[config.mk]
export PLATFORM = sky130hd
export DESIGN_NAME = mips_cpu_bus_arbiter
export DESIGN_NICKNAME = d
export VERILOG_FILES = /design/src/rtl/mips_cpu_bus_arbiter_pkg.sv /design/src/rtl/mips_cpu_bus_arb_pick.sv /design/src/rtl/mips_cpu_bus_arbiter.sv
export SDC_FILE = /design/constraint.sdc
export NUM_CORES = 1
export LEC_CHECK = 0
export ABC_AREA = 1
export CAP_MARGIN = 20
export CORE_UTILIZATION = 26
export CTS_CLUSTER_DIAMETER = 80
export DETAILED_ROUTE_END_ITERATION = 6
export PLACE_DENSITY = 0.61
export SKIP_LAST_GASP = 1
export SLEW_MARGIN = 20
export SYNTH_ARGS = -nofsm -noshare
export SYNTH_HDL_FRONTEND = slang
export SYNTH_SLANG_ARGS = --single-unit
[constraint.sdc]
create_clock -name clk -period 2.1 [get_ports clk]
set_clock_uncertainty 0.2 [all_clocks]
set_input_delay 0.42 -clock clk [delete_from_list [all_inputs] [get_ports clk]]
set_output_delay 0.42 -clock clk [all_outputs]
set_load 0.01 [all_outputs]
[src/rtl/mips_cpu_bus_arbiter_pkg.sv]
// Shared types and constants for the CPU memory-bus arbiter.
package mips_cpu_bus_pkg;

  typedef enum logic [1:0] {
    IDLE  = 2'd0,
    FETCH = 2'd1,
    DATA  = 2'd2,
    RESP  = 2'd3
  } state_e;

  typedef enum logic {
    GRANT_FETCH = 1'b0,
    GRANT_DATA  = 1'b1
  } grant_e;

  localparam logic [3:0] BYTEENABLE_WORD = 4'b1111;

endpackage

[src/rtl/mips_cpu_bus_arb_pick.sv]
// Grant selection between fetch and data requests.
// Macro MIPS_BUS_ARB_ROUND_ROBIN_EN: alternate winners on simultaneous requests.
module mips_cpu_bus_arb_pick
  import mips_cpu_bus_pkg::*;
(
  input  logic   if_req,
  input  logic   d_req,
  input  grant_e last_grant,
  output grant_e grant
);

`ifdef MIPS_BUS_ARB_ROUND_ROBIN_EN
  always_comb begin
    grant = GRANT_FETCH;
    if (if_req && d_req) begin
      grant = (last_grant == GRANT_DATA) ? GRANT_FETCH : GRANT_DATA;
    end else if (d_req) begin
      grant = GRANT_DATA;
    end
  end
`else
  // Fixed priority only needs d_req; the rest is deliberately ignored.
  logic [1:0] pick_unused;
  assign pick_unused = {if_req, last_grant};

  always_comb begin
    grant = d_req ? GRANT_DATA : GRANT_FETCH;
  end
`endif

endmodule

[src/rtl/mips_cpu_bus_arbiter.sv]
// Shares one read/write/waitrequest memory bus between fetch and load/store.
// Macro MIPS_BUS_ARB_ROUND_ROBIN_EN selects round-robin arbitration in the picker.
//
// state | meaning
// IDLE  | no access in flight; sample requests and register the grant
// FETCH | instruction read on the bus, waiting for waitrequest=0
// DATA  | load or store on the bus, waiting for waitrequest=0
// RESP  | one-cycle ready pulse to the winner, then back to IDLE
module mips_cpu_bus_arbiter
  import mips_cpu_bus_pkg::*;
(
  input  logic        clk,
  input  logic        reset,
  input  logic        if_req,
  input  logic [31:0] if_addr,
  output logic        if_ready,
  output logic [31:0] if_rdata,
  input  logic        d_req,
  input  logic        d_write,
  input  logic [31:0] d_addr,
  input  logic [31:0] d_wdata,
  input  logic [3:0]  d_byteenable,
  output logic        d_ready,
  output logic [31:0] d_rdata,
  output logic [31:0] address,
  output logic        write,
  output logic        read,
  input  logic        waitrequest,
  output logic [31:0] writedata,
  output logic [3:0]  byteenable,
  input  logic [31:0] readdata,
  output logic [31:0] stall_cycles
);

  state_e      state_q, state_d;
  grant_e      last_grant_q, last_grant_d;
  grant_e      grant;
  logic [31:0] address_q, address_d;
  logic        read_q, read_d;
  logic        write_q, write_d;
  logic [31:0] writedata_q, writedata_d;
  logic [3:0]  byteenable_q, byteenable_d;
  logic        if_ready_q, if_ready_d;
  logic        d_ready_q, d_ready_d;
  logic [31:0] if_rdata_q, if_rdata_d;
  logic [31:0] d_rdata_q, d_rdata_d;
  logic [31:0] stall_q, stall_d;

  // The bus is word-addressed; byte offsets are dropped.
  logic [3:0] addr_lsb_unused;
  assign addr_lsb_unused = {if_addr[1:0], d_addr[1:0]};

  // last_grant_q is only consumed by the round-robin picker and is pruned otherwise.
  mips_cpu_bus_arb_pick u_pick (
    .if_req     (if_req),
    .d_req      (d_req),
    .last_grant (last_grant_q),
    .grant      (grant)
  );

  always_comb begin
    state_d      = state_q;
    last_grant_d = last_grant_q;
    address_d    = address_q;
    read_d       = read_q;
    write_d      = write_q;
    writedata_d  = writedata_q;
    byteenable_d = byteenable_q;
    if_ready_d   = 1'b0;
    d_ready_d    = 1'b0;
    if_rdata_d   = if_rdata_q;
    d_rdata_d    = d_rdata_q;
    stall_d      = stall_q + {31'd0, (read_q | write_q) & waitrequest};

    case (state_q)
      IDLE: begin
        if (if_req || d_req) begin
          last_grant_d = grant;
          if (grant == GRANT_DATA) begin
            state_d      = DATA;
            address_d    = {d_addr[31:2], 2'b00};
            read_d       = ~d_write;
            write_d      = d_write;
            writedata_d  = d_wdata;
            byteenable_d = d_byteenable;
          end else begin
            state_d      = FETCH;
            address_d    = {if_addr[31:2], 2'b00};
            read_d       = 1'b1;
            write_d      = 1'b0;
            byteenable_d = BYTEENABLE_WORD;
          end
        end
      end
      FETCH: begin
        if (!waitrequest) begin
          state_d    = RESP;
          read_d     = 1'b0;
          if_rdata_d = readdata;
          if_ready_d = 1'b1;
        end
      end
      DATA: begin
        if (!waitrequest) begin
          state_d   = RESP;
          read_d    = 1'b0;
          write_d   = 1'b0;
          d_ready_d = 1'b1;
          if (read_q) d_rdata_d = readdata;
        end
      end
      default: state_d = IDLE;
    endcase
  end

  always_ff @(posedge clk) begin
    if (reset) begin
      state_q      <= IDLE;
      last_grant_q <= GRANT_FETCH;
      address_q    <= '0;
      read_q       <= 1'b0;
      write_q      <= 1'b0;
      writedata_q  <= '0;
      byteenable_q <= '0;
      if_ready_q   <= 1'b0;
      d_ready_q    <= 1'b0;
      if_rdata_q   <= '0;
      d_rdata_q    <= '0;
      stall_q      <= '0;
    end else begin
      state_q      <= state_d;
      last_grant_q <= last_grant_d;
      address_q    <= address_d;
      read_q       <= read_d;
      write_q      <= write_d;
      writedata_q  <= writedata_d;
      byteenable_q <= byteenable_d;
      if_ready_q   <= if_ready_d;
      d_ready_q    <= d_ready_d;
      if_rdata_q   <= if_rdata_d;
      d_rdata_q    <= d_rdata_d;
      stall_q      <= stall_d;
    end
  end

  assign address      = address_q;
  assign read         = read_q;
  assign write        = write_q;
  assign writedata    = writedata_q;
  assign byteenable   = byteenable_q;
  assign if_ready     = if_ready_q;
  assign d_ready      = d_ready_q;
  assign if_rdata     = if_rdata_q;
  assign d_rdata      = d_rdata_q;
  assign stall_cycles = stall_q;

endmodule

=== Yosys cells after proc, flatten, opt, wreduce, memory -nomap -nowiden ===
Cells that the tools add are included.

* Logic and storage cells: 52
* Output and inout port bits: 168
* Register bits after elaboration: 170
* Bits of input ports: 138

* Multiplexer cells: 15
* Add/subtract/negate cells: 1
* Equality and inequality tests: 5
* Reductions and logical operators: 14
* Bitwise operators: 6

{| class="wikitable"
|+ Operators with widths
! cell !! number
|-
| $add 32x1->32 || 1
|-
| $mux 32 || 1
|-
| $reduce_and 3->1 || 4
|-
| $mux 1 || 7
|-
| $mux 2 || 3
|-
| $ne 2x2->1 const B || 3
|-
| $reduce_and 2->1 || 3
|-
| $reduce_or 2->1 || 3
|-
| $mux 4 || 1
|-
| $not 1->1 || 4
|-
| $pmux 1 s2 || 2
|-
| $pmux 2 s2 || 1
|-
| $reduce_bool 2->1 || 2
|-
| $eq 2x1->1 const B || 1
|-
| $eq 2x2->1 const B || 1
|-
| $logic_not 2->1 || 1
|-
| $and 1x1->1 || 1
|-
| $logic_or 1x1->1 || 1
|-
| $or 1x1->1 || 1
|}

=== Depth between registers and ports, before layout ===
Gate-level depths: netlist of run 1.

* Depth after elaboration: 4
* Depth in mapped cells: 13
* Mapped depth without buffers: 11

=== Cells and area by module ===
Synthesis of run 1 repeated with hierarchy kept, for this count alone.

* Cells, all modules: 910
* Area, all modules: 6,881.6 µm²

{| class="wikitable"
|+ By module, submodules not included
! module !! cells each !! seq. area each (µm²) !! instances !! area an instance (µm²)
|-
| mips_cpu_bus_arbiter || 909 || 3,383.2 || 1 || 6,874.1
|-
| mips_cpu_bus_arb_pick || 1 || 0.0 || 1 || 7.5
|}

=== Least setup slack after synthesis of run 1 ===
Ideal clock, no wire load.

* Path kind: flip-flop to flip-flop
* Start point: register read_q (netlist: read)
* End point: register stall_q[20] (netlist: stall_cycles[20])
* Path buffers: 2
* Cell stages (with the launch flop): 14
* Setup time: 0.115 ns
* Data arrival time: 1.997 ns
* Period minus slack after synthesis: 2.312 ns
* Setup slack: -0.212 ns
* Data required time: 1.785 ns
* Path through: dfxtp_1 -> buf_2 -> clkbuf_1 -> nor2_1 -> nor2_1 -> ha_1 -> ha_1 -> nand2_1 -> nor2_2 -> nand2_2 -> nor2_4 -> nand3_1 -> nand2_1 -> nor2_1

* Longest elaborated chain between the ends: 3

{| class="wikitable"
|+ RTL lines
! element !! RTL line !! RTL
|-
| from (decl) || mips_cpu_bus_arbiter.sv:39 || <nowiki>logic read_q, read_d;</nowiki>
|-
| from (signal assigned) || mips_cpu_bus_arbiter.sv:134 || <nowiki>read_q <= read_d;</nowiki>
|-
| $or 1x1->1 || mips_cpu_bus_arbiter.sv:73 || <nowiki>stall_d = stall_q + {31'd0, (read_q | write_q) & waitrequest};</nowiki>
|-
| $and 1x1->1 || mips_cpu_bus_arbiter.sv:73 ||
|-
| $add 32x1->32 || mips_cpu_bus_arbiter.sv:73 ||
|-
| to (signal assigned) || mips_cpu_bus_arbiter.sv:142 || <nowiki>stall_q <= stall_d;</nowiki>
|-
| to (decl) || mips_cpu_bus_arbiter.sv:47 || <nowiki>logic [31:0] stall_q, stall_d;</nowiki>
|}

No other way between the ends.
A chain may end at the register's enable or synchronous reset.

=== Worst setup path in the final report of run 1 ===
* Start point: register stall_q[6] (netlist: stall_cycles[6])
* End point: output port stall_cycles[6]

{| class="wikitable"
|+ RTL lines
! element !! RTL line !! RTL
|-
| to (decl) || mips_cpu_bus_arbiter.sv:32 || <nowiki>output logic [31:0] stall_cycles</nowiki>
|}

No word-level cell between the ends.

==> out/metrics.csv, run 1 <==
metric,value,unit
critPathBufInv,1,
min_period,2.057,ns
start_util,0.2661,
yosysWarnings,0,
nNetsFinal,1350,
io_buffers,299,
synthCells,907,
cp_max_fo,4,
cp_data_required_time,1.48,ns
ys.flop_type,dfxtp_1,
critical_path.max_stage_delay,0.58,ns
pin_count,306,
grt_max_degree,64,
max_freq,486.1,MHz
netlist_area,6739,um2
die_h,163.0,um
wire_per_inst,14.62,um
synth_top_area_frac,0.4991,
diodes,0,
firstDrtPassIters,4,
use_met3,0.05348,
dp_cells,1516,
clk_latency,0.42,ns
grt_antenna_before_repair,0,
layout-drive-gt1-share,0.09195,
peakVddDrop,478.0,uV
seq_area_frac_synth,0.4991,
synthTopCellsByArea,"dfxtp_1 (50%), nor2_1 (11%), nand2_1 (9.3%), o21ai_0 (7.6%), a21oi_1 (3.9%)",
route.detailed.vias_per_inst,4.531,
path_cells,clkdlybuf4s50_1,
cts_made_buffers,17,
ys_ff_latch,168,
postRouteAntennaNets,0,
grt_overflow_total,0,
end_kind,primary output,
dp_hpwl,16290,um
dr_total_vias,7014,
drv_cap,0,
cts.path.max_buffers,2,
cts.sinks,168,
grtUsageMet2,0.2845,
place_congestion,0.8417,
core_area,25330,um2
yosysTopAreaCell,dfxtp_1,
synth.distinct_cells,27,
grt_pass1_wl,35790,um
syn_avg_cell_area,7.430,um2
setup_violations,0,
clk_pin_slew_worst_paths,0.07,ns
dieArea,26570,um2
p_leak,4.041,nW
worstSetupStartpointType,register,
cp.arrival,1.44,ns
final_common_cell,clkdlybuf4s50_1,
hold_path.class,reg2reg,
cts_root_buf,clkbuf_16,
path_class,reg2out,
status,"finished, final reports clean",
first_iter_violations,439,
finalNonFillerCells,1548,
grt_pass1_vias,6652,
reg2reg_slack,0.16,ns
track_usage,0.1711,
synth_edf_count,0,
hold_viol,0,
cts-htree-levels,4,
grt-busiest-layer,met2,
holdBufCountCts,0,
grt_setup_unrepaired,yes,
area_delta_synth_final,62.05,%
cts_post_setup_buffers_inserted,0,
rows,58,
slew_violations,0,
synthArstFlopShare,0,
post-route-period-util,0.9795,
final_cell_mix,"clkdlybuf4s50_1 (295), nor2_1 (205), nand2_1 (166)",
timing.hold.ws,0.2612,ns
drc_errors,0,
cts_tree,built,
path_delay_family,buffers and inverters,
grt_use_met1,0.2087,
routed_wl,22640,um
p_per_area,1028,nW/um2
critPathSlowestCell,clkdlybuf4s50_1,
die_w,163.0,um
metrics by stage:
stage | setup TNS [ns] | power [mW] | setup slack (ns) | util | cell area [um2]
global placement | -9.928 | 8.076 | -0.5229 | 0.4064 | 10290
finish | 0 | 11.23 | 0.04297 | 0.4312 | 10920
CTS | 0 | 11.38 | 0.003988 | 0.4303 | 10900
floorplan | 0 | 5.966 | 0.02100 | - | 6759
global route | -0.03640 | 11.93 | -0.01761 | 0.4312 | 10920
detailed placement | -11.66 | 8.103 | -0.5797 | 0.4064 | 10290
cell families (layout without fill, tap and decap cells):
logic type,count (synthesis),count (layout),synth area share
AO/OA/AOI/OAI,191,191,0.1478
XOR/XNOR,6,6,0.007798
adder cells (fa/ha/maj),7,7,0.01300
buffers and inverters,83,393,0.05254
flip-flops,168,168,0.4991
other,1,2,0.0005565
AND/OR/NAND/NOR,451,451,0.2792
cell type report:
type / count / area, um2
Clock buffer: 18 / 439.2
Clock inverter: 14 / 162.7
Fill cell: 2560 / 14410
Inverter: 28 / 105.1
Multi-Input combinational cell: 657 / 3038
Sequential cell: 168 / 3382
Tap cell: 330 / 412.9
Timing Repair Buffer: 333 / 3381
cells in the mapped netlist, types with 3 or more instances:
cell type    n
nand3_1     48
nor2_2       6
and2_1       3
inv_2        3
inv_1       25
a21oi_1     53
nand2_2      9
clkbuf_1    29
nand2_1    167
nor2_1     206
ha_1         7
buf_4        4
o21ai_1      5
buf_2       22
a31oi_1     30
xor2_1       5
o21ai_0    102
dfxtp_1    168
nor2_4       7
where the power goes:
| part | switching, mW | internal (mW) |
|---|---|---|
| Combinational | 1.97 | 1.94 |
| Sequential | 0.309 | 3.78 |
| Clock | 1.50 | 1.73 |
worst reg2reg max path, stage by stage (launching register included):
cell and delay (ns):
dfxtp_2 0.33, nor2_1 0.04, nor2_1 0.09, buf_4 0.13, ha_1 0.16, ha_2 0.19
nand2_2 0.09, nor2_4 0.14, nand2_2 0.11, nor2_1 0.15, nand3_1 0.10, nand2_1 0.07
nor2_1 0.04
state kept, by name, indices dropped and copies added, names as in the netlist:
register      count
write             1
d_rdata          32
read              1
if_rdata         32
if_ready          1
address          30
writedata        32
stall_cycles     32
byteenable        4
state_q           2
d_ready           1
per-layer routing:
metal	share of wire	wire length, um
met3	0.068	1542
met2	0.48	10950
met1	0.43	9801
met5	0	0
met4	0.015	347
worst paths after layout:
path                                            startpoint  depth (start not counted)                          end
worst max register to register           read$_SDFFE_PP0P_                         12  stall_cycles[26]$_SDFF_PP0_
worst min-delay path               d_rdata[3]$_SDFFE_PP0P_                          2      d_rdata[3]$_SDFFE_PP0P_
worst max-delay path            stall_cycles[6]$_SDFF_PP0_                          1              stall_cycles[6]
worst min register to register     d_rdata[3]$_SDFFE_PP0P_                          2      d_rdata[3]$_SDFFE_PP0P_
repair_timing:
| item | CTS | global route |
|---|---|---|
| pin swaps | 1 | 0 |
| setup endpoints to repair | 14 | 20 |
| resized for setup | 4 | 16 |
Note: power is estimated with default switching activity, not from simulation.
==> run 2, diff against run 1 <==
--- a/config.mk
+++ b/config.mk
@@ -11,7 +11,6 @@
 export CTS_CLUSTER_DIAMETER = 80
 export DETAILED_ROUTE_END_ITERATION = 6
 export PLACE_DENSITY = 0.61
-export SKIP_LAST_GASP = 1
 export SLEW_MARGIN = 20
 export SYNTH_ARGS = -nofsm -noshare
 export SYNTH_HDL_FRONTEND = slang
==> results of run 2 <==
The final DEF is identical to that of run 1; final timing and power are the same.
==> run 3, diff against run 2 <==
--- a/config.mk
+++ b/config.mk
@@ -7,10 +7,10 @@
 export LEC_CHECK = 0
 export ABC_AREA = 1
 export CAP_MARGIN = 20
-export CORE_UTILIZATION = 26
+export CORE_UTILIZATION = 38
 export CTS_CLUSTER_DIAMETER = 80
 export DETAILED_ROUTE_END_ITERATION = 6
-export PLACE_DENSITY = 0.61
+export PLACE_DENSITY = 0.82
 export SLEW_MARGIN = 20
 export SYNTH_ARGS = -nofsm -noshare
 export SYNTH_HDL_FRONTEND = slang
==> constraint.sdc (replaced) <==
create_clock -name clk -period 2.1 [get_ports clk]
set_clock_uncertainty 0.2 [all_clocks]
set_input_delay 0.42 -clock clk [delete_from_list [all_inputs] [get_ports clk]]
set_output_delay 0.42 -clock clk [all_outputs]
set_load 0.02 [all_outputs]
==> run 3 against run 2 <==
Compared with the run above: largest power group is now combinational cells; critical path depth did not move; register-to-register slack better by 0.03 ns; setup slack improved by 0.0033 ns; design area shrank 1.9%; combinational power up 8.2%; final cell count decreased by 7.4%; total power increased by 4.1%; critical path type unchanged; wire length fell by 5.6%; first-iteration DRC count is 25% lower; via count rose by 0.86%; core utilization grew 19 points.
==> out/metrics.csv, run 3 (synthesis results as in run 1) <==
metric,value,unit
core_area,17300,um2
path_cells,clkdlybuf4s50_1,
slew_violations,0,
die_w,135.2,um
max_freq,486.9,MHz
fin_area,10720,um2
die_h,135.2,um
io_buffers,299,
final_common_cell,clkdlybuf4s50_1,
wire_per_inst,14.92,um
clk_pin_slew_worst_paths,0.07,ns
utilization,0.6195,
start_util,0.3896,
grt_antenna_before_repair,0,
preCtsSetupSlack,-0.4404,ns
slew_headroom,0.6301,
grt_overflow_total,0,
holdBufCountCts,0,
layout-drive-gt1-share,0.07450,
grt_pass1_vias,6751,
clk_latency,0.42,ns
nNetsFinal,1340,
worstSetupStartpointType,register,
rows,48,
p_per_area,1091,nW/um2
path_class,reg2out,
setup_violations,0,
cts_made_buffers,17,
critPathBufInv,1,
dp_hpwl,14900,um
post-route-period-util,0.9780,
dieArea,18270,um2
drc_errors,0,
cp.arrival,1.43,ns
postLayoutSetupSlackWorst,0.04627,ns
cts-htree-levels,4,
route.detailed.vias_per_inst,4.936,
firstDrtPassIters,4,
postRouteAntennaNets,0,
status,"finished, final reports clean",
peakVddDrop,799.3,uV
first_iter_violations,328,
hold_path.class,reg2reg,
cts_root_buf,clkbuf_16,
dr_total_vias,7074,
cp_data_required_time,1.48,ns
grt_pass1_wl,33270,um
p_leak,4.189,nW
cp_max_fo,4,
critical_path.max_stage_delay,0.62,ns
critPathSlowestCell,clkdlybuf4s50_1,
grt_max_degree,119,
cts.sinks,168,
drv_cap,0,
placed_area,10080,um2
final_cell_mix,"clkdlybuf4s50_1 (268), nor2_1 (204), dfxtp_1 (167)",
pin_count,306,
cts.path.max_buffers,2,
diodes,0,
hold_viol,0,
worstMarginPinSlew,0.5548,ns
min_period,2.054,ns
fin_setup_tns,0,ns
p_total,11.69,mW
cts_tree,built,
place_congestion,0.8722,
path_delay_family,buffers and inverters,
end_kind,primary output,
area_delta_synth_final,59.01,%
track_usage,0.2324,
routed_wl,21380,um
[run 3: cell count changes in the layout (fill, tap and decap cells not counted), moves of 4 or more]
cell / before / now
dlygate4sd2_1: 2 / 27
clkdlybuf4s50_1: 295 / 268
buf_4: 23 / 15
dfxtp_1: 153 / 167
dfxtp_2: 15 / 0
inv_6: 3 / 7
[run 3: path summary, 6_finish.rpt]
check / cells after the start / to / slack (ns) / startpoint
max: 1 / stall_cycles[30] / 0.05 / stall_cycles[30]$_SDFF_PP0_
min: 2 / d_rdata[3]$_SDFFE_PP0P_ / 0.26 / d_rdata[3]$_SDFFE_PP0P_
max reg2reg: 11 / stall_cycles[24]$_SDFF_PP0_ / 0.19 / write$_SDFFE_PP0P_
min reg2reg: 2 / d_rdata[3]$_SDFFE_PP0P_ / 0.26 / d_rdata[3]$_SDFFE_PP0P_
[run 3: routing by layer]
metal / global-route usage / part of all wire / vias up
met5: 0 / 0 / -
met3: 0.08118 / 0.087 / 50
met2: 0.3946 / 0.49 / 291
met1: 0.2616 / 0.39 / 3214
met4: 0.1036 / 0.034 / 0
li1: - / - / 3519
[run 3: area by class of cell]
class | instances | area (um2)
inverter | 28 | 105.1
fill | 1499 | 6581
sequential | 168 | 3367
tap | 225 | 281.5
multi-input combinational | 657 | 3078
clock inverter | 15 | 203.9
clock buffer | 17 | 425.4
timing repair buffer | 323 | 3254
[run 3: timing repair]
| action | 4_1_cts | 5_1_grt |
|---|---|---|
| endpoints found under the setup margin | 27 | 16 |
| resized for setup | 27 | 7 |
| pin swaps | 0 | 3 |
| setup buffers | 0 | 1 |
[run 3: per-stage QoR]
step,cells,hold WS [ns]
after floorplan,908,0.2774
after detailed placement,1400,0.2525
after CTS,1432,0.2620
after global placement,1400,0.2464
final,1433,0.2603
after global routing,1433,0.2758
[run 3: worst min-delay path, delay by kind of cell, from the launching register on]
kind	cells	cell delay, ns
compound gates	1	0.05
simple gates	1	0.06
flops	1	0.31
[run 3: where the power goes]
| group | switching (mW) | internal (mW) |
|---|---|---|
| Combinational | 2.36 | 1.87 |
| Sequential | 0.310 | 3.79 |
| Clock | 1.43 | 1.93 |
